File: src/rtl/mvm_sequencer.sv
// -----------------------------------------------------------------------------
// mvm_sequencer
//
// Control and datapath for the matrix-vector multiply accelerator behind the
// MVM, DIC and HS custom instructions. An accepted start fetches an N-vector x
// and then an NxN row-major matrix M through the shared data-memory port, and
// accumulates y = M*x into an internal result buffer. The sequencer gives way
// to the CPU in every cycle the CPU owns the port.
//
// Ports:
//   clk           rising-edge clock
//   rst_n         synchronous active-low reset
//   acc_start     start request (ACC), accepted only in IDLE
//   mat_base      matrix base address, captured on an accepted start
//   vec_base      vector base address, captured on an accepted start
//   cpu_mem_busy  CPU owns the memory port this cycle; no request may issue
//   mem_req       read request to data memory
//   mem_addr      read address, valid while mem_req=1
//   mem_rdata     read data, valid one cycle after a granted request
//   dic_idx       result element select (DIC)
//   dic_data      y[dic_idx], combinational, live accumulator value
//   hs_ack        HS executed; releases DONE
//   hs_status     {zeros, done, busy}
//   busy          high while fetching (FETCH_X, FETCH_M)
//   done          high in DONE
// -----------------------------------------------------------------------------
module mvm_sequencer #(
    parameter int unsigned DATA_W  = 16,
    parameter int unsigned ADDR_W  = 16,
    parameter int unsigned VEC_LEN = 4,
    parameter int unsigned IDX_W   = 2
) (
    input  logic              clk,
    input  logic              rst_n,
    input  logic              acc_start,
    input  logic [ADDR_W-1:0] mat_base,
    input  logic [ADDR_W-1:0] vec_base,
    input  logic              cpu_mem_busy,
    output logic              mem_req,
    output logic [ADDR_W-1:0] mem_addr,
    input  logic [DATA_W-1:0] mem_rdata,
    input  logic [IDX_W-1:0]  dic_idx,
    output logic [DATA_W-1:0] dic_data,
    input  logic              hs_ack,
    output logic [DATA_W-1:0] hs_status,
    output logic              busy,
    output logic              done
);

    // Request counter must be able to hold N*N (one past the last matrix read).
    localparam int unsigned CNT_W  = 2 * IDX_W + 1;
    localparam int unsigned MIDX_W = 2 * IDX_W;

    localparam logic [CNT_W-1:0] X_REQS = CNT_W'(VEC_LEN);
    localparam logic [CNT_W-1:0] X_LAST = CNT_W'(VEC_LEN - 1);
    localparam logic [CNT_W-1:0] M_REQS = CNT_W'(VEC_LEN * VEC_LEN);

    typedef enum logic [1:0] {
        S_IDLE,
        S_FETCH_X,
        S_FETCH_M,
        S_DONE
    } state_e;

    state_e              state_q, state_d;
    logic [ADDR_W-1:0]   mat_base_q, mat_base_d;
    logic [ADDR_W-1:0]   vec_base_q, vec_base_d;
    logic [CNT_W-1:0]    req_cnt_q, req_cnt_d;
    logic                pend_q, pend_d;
    logic                pend_m_q, pend_m_d;
    logic [MIDX_W-1:0]   rsp_idx_q, rsp_idx_d;
    logic [DATA_W-1:0]   x_q [VEC_LEN];
    logic [DATA_W-1:0]   x_d [VEC_LEN];
    logic [DATA_W-1:0]   y_q [VEC_LEN];
    logic [DATA_W-1:0]   y_d [VEC_LEN];

    logic                reads_left;
    logic [IDX_W-1:0]    rsp_row;
    logic [IDX_W-1:0]    rsp_col;
    logic                last_m_rsp;
    logic [ADDR_W-1:0]   addr_base;

    // -------------------------------------------------------------------------
    // Request side
    // -------------------------------------------------------------------------
    always_comb begin
        reads_left = 1'b0;
        case (state_q)
            S_FETCH_X: reads_left = (req_cnt_q < X_REQS);
            S_FETCH_M: reads_left = (req_cnt_q < M_REQS);
            default:   reads_left = 1'b0;
        endcase
    end

    assign mem_req   = reads_left && !cpu_mem_busy;

    // Row-major layout makes i*N+j equal to the running request count, so one
    // counter serves both loops; the sum wraps naturally at ADDR_W bits.
    assign addr_base = (state_q == S_FETCH_M) ? mat_base_q : vec_base_q;
    assign mem_addr  = addr_base + ADDR_W'(req_cnt_q);

    // -------------------------------------------------------------------------
    // Response side: index of the word arriving this cycle
    // -------------------------------------------------------------------------
    assign rsp_row    = rsp_idx_q[MIDX_W-1:IDX_W];
    assign rsp_col    = rsp_idx_q[IDX_W-1:0];
    assign last_m_rsp = pend_q && pend_m_q && (rsp_idx_q == '1);

    // -------------------------------------------------------------------------
    // Next-state logic
    // -------------------------------------------------------------------------
    always_comb begin
        state_d    = state_q;
        mat_base_d = mat_base_q;
        vec_base_d = vec_base_q;
        req_cnt_d  = req_cnt_q;
        pend_d     = mem_req;
        pend_m_d   = (state_q == S_FETCH_M);
        rsp_idx_d  = req_cnt_q[MIDX_W-1:0];
        for (int unsigned i = 0; i < VEC_LEN; i++) begin
            x_d[i] = x_q[i];
            y_d[i] = y_q[i];
        end

        if (mem_req) begin
            req_cnt_d = req_cnt_q + 1'b1;
        end

        // Responses are handled independently of the current state: the last
        // x word lands in the first FETCH_M cycle, tagged by pend_m_q=0.
        if (pend_q) begin
            if (pend_m_q) begin
                y_d[rsp_row] = y_q[rsp_row] + mem_rdata * x_q[rsp_col];
            end else begin
                x_d[rsp_col] = mem_rdata;
            end
        end

        case (state_q)
            S_IDLE: begin
                if (acc_start) begin
                    mat_base_d = mat_base;
                    vec_base_d = vec_base;
                    req_cnt_d  = '0;
                    for (int unsigned i = 0; i < VEC_LEN; i++) begin
                        y_d[i] = '0;
                    end
                    state_d = S_FETCH_X;
                end
            end
            S_FETCH_X: begin
                if (mem_req && (req_cnt_q == X_LAST)) begin
                    req_cnt_d = '0;
                    state_d   = S_FETCH_M;
                end
            end
            S_FETCH_M: begin
                if (last_m_rsp) begin
                    state_d = S_DONE;
                end
            end
            S_DONE: begin
                if (hs_ack) begin
                    state_d = S_IDLE;
                end
            end
            default: state_d = S_IDLE;
        endcase
    end

    // -------------------------------------------------------------------------
    // State registers
    // -------------------------------------------------------------------------
    always_ff @(posedge clk) begin
        if (!rst_n) begin
            state_q    <= S_IDLE;
            mat_base_q <= '0;
            vec_base_q <= '0;
            req_cnt_q  <= '0;
            pend_q     <= 1'b0;
            pend_m_q   <= 1'b0;
            rsp_idx_q  <= '0;
            for (int unsigned i = 0; i < VEC_LEN; i++) begin
                x_q[i] <= '0;
                y_q[i] <= '0;
            end
        end else begin
            state_q    <= state_d;
            mat_base_q <= mat_base_d;
            vec_base_q <= vec_base_d;
            req_cnt_q  <= req_cnt_d;
            pend_q     <= pend_d;
            pend_m_q   <= pend_m_d;
            rsp_idx_q  <= rsp_idx_d;
            for (int unsigned i = 0; i < VEC_LEN; i++) begin
                x_q[i] <= x_d[i];
                y_q[i] <= y_d[i];
            end
        end
    end

    // -------------------------------------------------------------------------
    // CPU-visible outputs
    // -------------------------------------------------------------------------
    assign busy      = (state_q == S_FETCH_X) || (state_q == S_FETCH_M);
    assign done      = (state_q == S_DONE);
    assign hs_status = {{(DATA_W-2){1'b0}}, done, busy};
    assign dic_data  = y_q[dic_idx];

endmodule

File: config.mk
export PLATFORM = sky130hd
export DESIGN_NAME = mvm_sequencer
export DESIGN_NICKNAME = d
export VERILOG_FILES = /design/src/rtl/mvm_sequencer.sv
export SDC_FILE = /design/constraint.sdc
export NUM_CORES = 1
export LEC_CHECK = 0
export ABC_AREA = 1
export ABC_CLOCK_PERIOD_IN_PS = 7900
export BUFFER_PORTS_ARGS = -buffer_cell sky130_fd_sc_hd__buf_2
export CORE_MARGIN = 2
export CORE_UTILIZATION = 38
export DETAILED_ROUTE_END_ITERATION = 10
export PLACE_DENSITY_LB_ADDON = 0.1
export SYNTH_ARGS = -nofsm -noshare
export SYNTH_HDL_FRONTEND = slang
export SYNTH_SLANG_ARGS = --single-unit
File: constraint.sdc
create_clock -name clk -period 7.9 [get_ports clk]
set_input_delay 0.79 -clock clk [delete_from_list [all_inputs] [get_ports clk]]
set_output_delay 0.79 -clock clk [all_outputs]
set_load 0.05 [all_outputs]
**Word-level counts from Yosys, hierarchy flattened**

Memory sizes are Yosys's and may differ from the RTL's. A register that Yosys moved wholly into a read port is not among the register bits.
Index checks and enable logic that the tools add are counted.

- Muxes and demuxes: 35
- Bitwise logic cells: 10
- Eq/ne operators: 9
- Reduce and logical (&&, ||, !) cells: 11
- $lt $le $gt $ge: 6
- $add $sub $neg: 3
- Multiply operators: 1

Operators with widths:

| kind | count |
|---|---|
| 64-bit two-way mux | 6 |
| 16-bit two-way mux | 11 |
| 64-bit bitwise mux | 2 |
| 16-bit demux with 2-bit select | 2 |
| 16-bit adder | 1 |
| 16-bit by 5-bit adder with 16-bit output | 1 |
| 16-bit by 16-bit multiplier with 16-bit output | 1 |
| 5-bit two-way mux | 3 |
| 2-bit two-way mux | 6 |
| 5-bit one-hot mux with 2 select lines | 1 |
| 1-bit bitwise OR | 8 |
| 2-bit one-hot mux with 4 select lines | 1 |
| 3-bit greater-or-equal comparator, second input constant | 2 |
| 1-bit logical AND | 6 |
| 3-bit by 1-bit less-than comparator with 1-bit output, second input constant | 2 |
| 2-bit != test, second input constant | 3 |
| 2-bit inverter with 3-bit output | 2 |
| 5-bit by 1-bit adder with 5-bit output, second input constant | 1 |
| 5-bit by 2-bit == test with 1-bit output, second input constant | 1 |
| 5-bit by 3-bit less-than comparator with 1-bit output, second input constant | 1 |
| 5-bit less-than comparator, second input constant | 1 |
| 2-bit == test, second input constant | 2 |
| 4-bit == test, second input constant | 1 |
| 4-bit AND reduction | 1 |
| other kinds (8) | 9 |

- Memories: 2
- Flip-flop bits (word level): 45
- Output and inout port bits: 51
- RAM bits: 128
- Logic and storage cells: 84
- Bits of input ports: 55

Memories:

| name | words | width | read ports | clocked after Yosys merged registers in | wr ports | line | text |
|---|---|---|---|---|---|---|---|
| x_q | 4 | 16 | 5 | 1 | 4 | 72 | `logic [DATA_W-1:0] x_q [VEC_LEN];` |
| y_q | 4 | 16 | 6 | 1 | 4 | 74 | `logic [DATA_W-1:0] y_q [VEC_LEN];` |

**Depth between registers and ports, before layout**

Gate-level depths: netlist (run 1).

- Depth in word-level cells: 11
- Mapped depth: 36
- Depth with buffers taken out: 34

**Worst setup path after synthesis (run 1)**

No wires, ideal clock.

- Kind: register to register
- From: register rsp_idx_q[1] (netlist name)
- To: memory y_q[0][15]
- Library setup time: 56 ps
- Setup slack: 2321 ps
- Cell stages (with the launch flop): 34
- Buffers on the path: 3
- Data arrival time: 5523 ps
- Data required time: 7844 ps
- Period minus slack after synthesis: 5579 ps
- Cell sequence: dfxtp_1 -> buf_6 -> buf_12 -> nand2_2 -> nand2_2 -> clkbuf_1 -> inv_1 -> nor2_1 -> fa_1 -> inv_1 -> fa_1 -> fa_1 -> inv_1 -> ha_1 -> fa_1 -> inv_1 -> fa_1 -> inv_1 -> ha_1 -> a21oi_1 -> o21ai_0 -> a21oi_1 -> nor2_1 -> o21ai_0 -> nand2_1 -> nand2_1 -> nand2_1 -> nand2_1 -> nand2_1 -> inv_1 -> nand3_2 -> nand3_1 -> nand2_1 -> inv_1

RTL lines:

| what | line |
|---|---|
| end: declaration | 74 |

==> impl_metrics.tcl, run 1 <==
set metrics [dict create \
    cts_inserted_buffers 17 \
    grt_pass1_vias 11017 \
    grt_pass1_wl_um 60000 \
    cts_max_level 4 \
    reg2reg_from "rsp_idx_q[0]" \
    antenna_found_initial 2 \
    dr.pass1.iters 5 \
    start_util_pct 38.5 \
    track_usage_pct 21.7 \
    syn_avg_cell_area_um2 7.16 \
    cp-start-kind "flip-flop" \
    holdCritPathClass "reg2reg" \
    die_h_um 188 \
    min_from "vec_base_q[2]" \
    syn_area_mm2 0.0129 \
    skew_ns 0.0107 \
    synth_flop_cell "dfxtp_1" \
    final_common_cell "inv_1" \
    synth_top_area_share_pct 26.8 \
    die_x_um 188 \
    via_per_inst 4.96 \
    clock_latency_ns 0.45 \
    wire_per_inst_um 16.4 \
    synth_cell_type_count 45 \
    worst_slew_pin_slew_ns 1.07 \
    holdWs_ns 0.449 \
    yosysSeqAreaShare_pct 26.8 \
    cts_resized 0 \
    critPathMaxStageDelay_ns 0.86 \
    min_delay_path_depth 2 \
    r2r_setup_slack_ns 1.19 \
    critPathKind "reg2reg" \
    synth-edff-count 0 \
    endpoint_kind "flip-flop" \
    fp.coreArea_mm2 0.0335 \
    clock.fmax_mhz 149 \
    cts_buffer_depth 2 \
    wl_um 37800 \
    clkTransAtPathRegs_ns 0.07 \
    cts_tree "built" \
    dr.first_iter.drc_count 820 \
    max-cap-violations 0 \
    syn2layout_area_growth_pct 9.81 \
    hold_viol 0 \
    ant_nets 0 \
    cp_common_cell "nand2_1" \
    mostFrequentLayoutCells "inv_1 (296), nand2_1 (293), nor2_1 (246)" \
    reg2reg_to "y_q[3][15]" \
    postSynth.asyncResetShare_pct 0 \
    port-buffer-count 91 \
    power_density_mw_per_mm2 216 \
    dieArea_mm2 0.0355 \
    drive_gt1_share_pct 10.8 \
    crit_required_ns 8.25 \
    hold_end "vec_base_q[2]" \
    setup_violations 0 \
    n_fill_cell 3575 \
    cts_root_buffer "clkbuf_16" \
    layout.nets 2057 \
    finalCriticalPeriod_ns 6.71 \
    yosys.area.top_type "dfxtp_1" \
    ys_warn_count 0 \
    grt_max_degree 106 \
    post_cts.repair.setup_buffers 0 \
    synthCells 1804 \
    drc 0 \
    fin_tns_setup_ns 0 \
    cp_max_fo 23 \
    via_count 11435 \
    ios 106 \
    synth_area_leaders "dfxtp_1 (27%), fa_1 (15%), inv_1 (8.6%)" \
    ys_seq_elements 173 \
    slew_violations 0 \
    rsz0062_at_grt "no" \
    slowest_stage "dfxtp_1" \
    r2r_cells 33 \
    maxSlewHeadroom_pct 28.9 \
    grt_overflow 0 \
    arrival_ns 7.06 \
    holdBufCountCts 0 \
    row_count 67 \
    gp_congestion 0.883 \
    peakVddDrop_uv 174 \
    leakage_nw 7.00 \
    post-route-period-util_pct 85.0 \
    status "complete, no violations" \
    cts_sinks 173 \
    hpwl_um 27900 \
]
power breakdown:
part	total, mW	internal, mW	switching [mW]
clock network	0.876	0.482	0.394
logic	1.21	0.343	0.868
registers	0.974	0.939	0.0354
logic make-up after synthesis:
group	after synthesis	synth area share, %
simple gates	663	21.9
other cells	1	0.0291
buf+inv	402	12.8
flops	173	26.8
fa+ha+maj	157	20.7
xor+xnor	27	1.83
compound gates	378	15.5
mux	3	0.233
sequential cells by signal, summed over array words and instances, names as in the netlist:
register,flops
vec_base_q,16
state_q,2
pend_q,1
x_q,64
rsp_idx_q,4
pend_m_q,1
y_q,64
req_cnt_q,5
mat_base_q,16
worst max path at each step:
stage	from	endpoint
final	rsp_idx_q[0]	y_q[3][15]
after global placement	rsp_idx_q[0]	y_q[3][15]
after detailed placement	rsp_idx_q[0]	y_q[3][15]
after floorplan	rsp_idx_q[1]	y_q[0][15]
after CTS	rsp_idx_q[0]	y_q[3][15]
after global routing	rsp_idx_q[0]	y_q[3][15]
cells in the mapped netlist (3+ instances only):
cell,n
inv_1,296
nand2_2,27
mux2i_1,3
clkinv_1,4
ha_1,62
o22ai_1,32
xor2_1,19
nor2_1,248
nand3_2,8
a21oi_1,119
nor2_2,6
nand3_1,51
buf_4,17
nand4_1,3
nor2_4,4
buf_2,11
dfxtp_1,173
nand2_1,293
inv_2,6
fa_1,95
nor3_1,7
o21ai_0,203
nand2_4,8
a221oi_1,9
xnor2_1,8
nand3b_1,3
a22o_1,4
clkbuf_1,57
buf_6,7
metrics by stage:
step	utilization, %	worst slack [ns]	total power [mW]	instance area, um^2	instances
2_1_floorplan	-	2.32	1.91	13000	1817
3_3_place_gp	40.5	1.35	2.21	13600	2274
3_5_place_dp	40.5	1.24	2.21	13600	2274
4_1_cts	42.3	1.19	3.10	14200	2305
5_1_grt	42.3	0.592	3.26	14200	2307
6_report	42.3	1.19	3.06	14200	2307
critical path, delay by kind of cell (launching register included):
kind                       cells  cell delay [ns]
and+or+nand+nor               14             1.14
AOI/OAI and AO/OA              4             0.59
adders and majority gates      7             3.12
DFF                            1             0.86
buffers and inverters          8             0.86
metal layers:
metal | vias to the layer above | part of all wire, % | GRT usage [%]
met5 | - | 0 | 0
met4 | 0 | 2.7 | 7.72
met3 | 60 | 4.4 | 3.11
met2 | 260 | 46 | 35.1
met1 | 5408 | 47 | 29.6
li1 | 5707 | - | -
layout make-up:
class | count | area [um^2] | area share [%]
Multi-Input combinational cell | 1242 | 7840 | 55.3
Sequential cell | 173 | 3460 | 24.4
Inverter | 307 | 1150 | 8.15
Tap cell | 448 | 561 | 3.95
Timing Repair Buffer | 104 | 553 | 3.90
Clock buffer | 18 | 439 | 3.10
Clock inverter | 13 | 158 | 1.11
Antenna cell | 2 | 5.00 | 0.0353
(Power assumes the default switching activity.)
==> run 2, diff against run 1 <==
ABC_CLOCK_PERIOD_IN_PS = 5840   (was 7900)
clock period = 5.84 ns   (was 7.9 ns; I/O delays follow)
==> impl_metrics.tcl, run 2 (same netlist as run 1, synthesis figures left out) <==
set metrics [dict create \
    start_util_pct 38.5 \
    leakage_nw 7.29 \
    grt_pass1_wl_um 61000 \
    post-route-period-util_pct 96.2 \
    endpoint_kind "flip-flop" \
    peakVddDrop_uv 271 \
    sw_frac_of_total_pct 42.3 \
    combPwrFrac_pct 41.6 \
    p_switching_mw 1.79 \
    skew_ns 0.0119 \
    arrival_ns 5.96 \
    holdCritPathClass "in2reg" \
    drc 0 \
    dr.pass1.iters 8 \
    grt_max_degree 106 \
    finalCriticalPeriod_ns 5.62 \
    clock.fmax_mhz 178 \
    hpwl_um 28700 \
    reg2reg_to "y_q[3][15]" \
    port-buffer-count 91 \
    cts_root_buffer "clkbuf_16" \
    track_usage_pct 21.9 \
    clockPowerShare_pct 27.4 \
    status "complete, no violations" \
    wl_um 38400 \
    ant_nets 0 \
    p_int_mw 2.44 \
    layout.cells.non_filler 2366 \
    final_common_cell "inv_1" \
    maxSlewHeadroom_pct 30.2 \
    grt_pass1_vias 11217 \
    grt_overflow 0 \
    r2r_setup_slack_ns 0.22 \
    dieArea_mm2 0.0355 \
    cts_sinks 173 \
    die_h_um 188 \
    power_frac_seq_pct 31.0 \
    pre_cts_slack_ns 0.0274 \
    row_count 67 \
    worst_slew_pin_slew_ns 1.04 \
    clock_latency_ns 0.45 \
    via_count 11572 \
    cts_tree "built" \
    cp-start-kind "flip-flop" \
    power_density_mw_per_mm2 286 \
    critPathKind "reg2reg" \
    cts_buffer_depth 2 \
    via_per_inst 4.89 \
    cts_inserted_buffers 17 \
    max-cap-violations 0 \
    die_x_um 188 \
    wire_per_inst_um 16.2 \
    min_delay_path_depth 3 \
    r2r_cells 27 \
    setup_violations 0 \
    clkTransAtPathRegs_ns 0.07 \
    hold_viol 0 \
    crit_start "rsp_idx_q[1]" \
    largestRegisters "x_q (64), y_q (64)" \
    reg2reg_from "rsp_idx_q[1]" \
    slew_violations 0 \
    hold_end "mat_base_q[3]" \
    drive_gt1_share_pct 15.2 \
    layout.nets 2116 \
    dr.first_iter.drc_count 675 \
    rsz0062_at_grt "yes" \
    min_from "mat_base[3]" \
    ios 106 \
    cts_max_level 4 \
    crit_required_ns 6.18 \
    syn2layout_area_growth_pct 14.6 \
    gp_congestion 0.928 \
    dpl.cell_count 2328 \
    fp.coreArea_mm2 0.0335 \
    mostFrequentLayoutCells "inv_1 (292), nand2_1 (287), nor2_1 (241)" \
    setup_slack_ns 0.223 \
    antenna_found_initial 1 \
    cp_max_fo 8 \
]
[run 2: through the flow]
stage          utilization [%]  TNS, ns  hold WS (ns)  cell area, um^2  power [mW]
2_1_floorplan                -        0         0.424            13000        2.58
3_3_place_gp              41.7        0         0.437            14000        3.04
3_5_place_dp              41.7        0         0.445            14000        3.04
4_1_cts                   43.5        0         0.369            14600        4.22
5_1_grt                   44.1   -0.231         0.400            14800        4.50
6_report                  44.1        0         0.388            14800        4.23
[run 2: critical path: stages, from the launching register on]
cell and delay, ns:
dfxtp_2 0.35, buf_6 0.14, nor2_4 0.16, nand2_1 0.06, nand2_1 0.09, inv_1 0.08, nand2_4 0.13, buf_4 0.15
nand2_1 0.07, fa_1 0.52, fa_1 0.55, inv_1 0.09, fa_1 0.51, fa_1 0.52, fa_1 0.50, inv_1 0.05
fa_1 0.48, inv_1 0.07, ha_1 0.35, nand2_1 0.07, nand2_1 0.05, nand2_1 0.05, nand2_2 0.11, inv_2 0.05
nand3_4 0.09, nand3_2 0.07, nand2_2 0.10, inv_1 0.03
[run 2: routing by layer]
layer | wire [um] | vias up | global-route usage, %
li1 | - | 5827 | -
met1 | 17800 | 5424 | 29.8
met2 | 18200 | 280 | 36.6
met3 | 1660 | 41 | 2.85
met4 | 696 | 0 | 6.34
met5 | 0 | - | 0
[run 2: final cells by class]
type | count | area, um^2
multi-input cells | 1242 | 7970
repair buffers | 163 | 1040
fillers | 3519 | 18700
flip-flops and latches | 173 | 3470
inverters | 307 | 1160
clock inverters | 14 | 159
well taps | 448 | 561
diodes | 1 | 2.50
clock buffers | 18 | 429
[run 2: worst max path at each step]
stage	to	depth (start not counted)
final	y_q[3][15]	27
after floorplan	y_q[0][15]	33
after detailed placement	y_q[0][14]	31
after global routing	y_q[3][15]	27
after global placement	y_q[3][15]	32
after CTS	y_q[0][14]	30
[run 2: power groups by stage]
stage                     clock [mW]  sequential (mW)  combinational, mW
after floorplan                    0             1.33               1.25
after global placement             0             1.34               1.70
after detailed placement           0             1.34               1.71
after CTS                       1.19             1.31               1.72
after global routing            1.23             1.32               1.95
final                           1.16             1.31               1.76
[run 2: timing repair]
item,4_1_cts,5_1_grt
buffers inserted,0,5
setup endpoints to repair,1,19
pin swaps,0,23
hold buffers,0,0
hold endpoints to repair,0,0
resized for setup,1,46
==> run 3, diff against run 2 <==
RECOVER_POWER = 50   (was unset)
==> impl_metrics.tcl, run 3 (same netlist as run 1, synthesis figures left out) <==
set metrics [dict create \
    cp_max_fo 8 \
    post-route-period-util_pct 96.2 \
    n_fill_cell 3521 \
    dr.pass1.iters 8 \
    final_core_utilization_pct 44.1 \
    failed_checks "max-capacitance violations, max-slew violations" \
    holdBufCountCts 0 \
    clkTransAtPathRegs_ns 0.07 \
    dieArea_mm2 0.0355 \
    grt_pass1_wl_um 61000 \
    mostFrequentLayoutCells "inv_1 (292), nand2_1 (287), nor2_1 (241)" \
    crit_required_ns 6.18 \
    total_power_mw 4.23 \
    antenna_found_initial 1 \
    cts_max_level 4 \
    track_usage_pct 21.9 \
    clock_latency_ns 0.45 \
    grt_overflow 0 \
    via_count 11573 \
    finalCriticalPeriod_ns 5.62 \
    wl_um 38400 \
    max-cap-violations 1 \
    cts_inserted_buffers 17 \
    cts_sinks 173 \
    grt_pass1_vias 11217 \
    dr.first_iter.drc_count 675 \
    syn2layout_area_growth_pct 14.5 \
    via_per_inst 4.89 \
    arrival_ns 5.96 \
    die_h_um 188 \
    cts_root_buffer "clkbuf_16" \
    largestRegisters "x_q (64), y_q (64)" \
    port-buffer-count 91 \
    critPathKind "reg2reg" \
    critPathMaxStageDelay_ns 0.55 \
    power_density_mw_per_mm2 286 \
    cts_tree "built" \
    leakage_nw 7.27 \
    place_area_mm2 0.0140 \
    setup_violations 0 \
    hold_viol 0 \
    gp_congestion 0.928 \
    min_delay_path_depth 3 \
    status "finished with violations" \
    slowest_stage "fa_1" \
    cp-start-kind "flip-flop" \
    final_common_cell "inv_1" \
    pre_cts_slack_ns 0.0274 \
    drc 0 \
    fp.coreArea_mm2 0.0335 \
    maxSlewHeadroom_pct -156 \
    setup_slack_ns 0.223 \
    layout.nets 2116 \
    row_count 67 \
    drive_gt1_share_pct 15.0 \
    rsz0062_at_grt "yes" \
    endpoint_kind "flip-flop" \
    holdWs_ns 0.388 \
    die_x_um 188 \
    hpwl_um 28700 \
    holdCritPathClass "in2reg" \
    start_util_pct 38.5 \
    r2r_cells 27 \
    ant_nets 0 \
    skew_ns 0.0119 \
    worst_slew_pin_slew_ns 3.85 \
    stdcell_area_mm2 0.0148 \
    cts_buffer_depth 2 \
    peakVddDrop_uv 259 \
    grt_max_degree 106 \
    wire_per_inst_um 16.2 \
    slew_violations 106 \
    ios 106 \
    clock.fmax_mhz 178 \
]
[run 3: per-layer routing]
metal,vias to the layer above,track usage [%],routed length [um]
li1,5826,-,-
met1,5424,29.8,17800
met2,282,36.6,18200
met3,41,2.85,1670
met4,0,6.34,696
met5,-,0,0
[run 3: worst paths after layout]
| kind | from | endpoint | slack, ns |
|---|---|---|---|
| min reg2reg | vec_base_q[0] | vec_base_q[0] | 0.45 |
| min | mat_base[3] | mat_base_q[3] | 0.39 |
| max | rsp_idx_q[1] | y_q[3][15] | 0.22 |
| max reg2reg | rsp_idx_q[1] | y_q[3][15] | 0.22 |
[run 3: power by group]
group	switching (mW)	internal [mW]	leakage, nW
clock network	0.521	0.638	0.281
registers	0.0414	1.27	1.40
logic	1.23	0.532	5.58
[run 3: area by class of cell]
cell class,instances,area [um^2],area share [%]
Antenna cell,1,2.50,0.0169
Clock buffer,18,429,2.90
Clock inverter,14,159,1.07
Inverter,307,1160,7.85
Multi-Input combinational cell,1242,7970,53.9
Sequential cell,173,3470,23.4
Tap cell,448,561,3.79
Timing Repair Buffer,163,1030,7.00
[run 3: what timing repair did]
action                     CTS  global route
gates resized for setup      1            46
hold endpoints to repair     0             0
pin swaps                    0            23
buffers inserted             0             5
setup endpoints to repair    1            19
[run 3: metrics by stage]
stage	setup TNS [ns]	std cells
2_1_floorplan	0	1817
3_3_place_gp	0	2328
3_5_place_dp	0	2328
4_1_cts	0	2360
5_1_grt	-0.231	2366
6_report	0	2366
[run 3: worst max-delay path, delay by kind of cell (launching register included)]
kind / cells / cell delay, ns
adder cells (fa/ha/maj): 7 / 3.43
AND/OR/NAND/NOR: 12 / 1.05
buffers and inverters: 8 / 0.66
flip-flops: 1 / 0.35
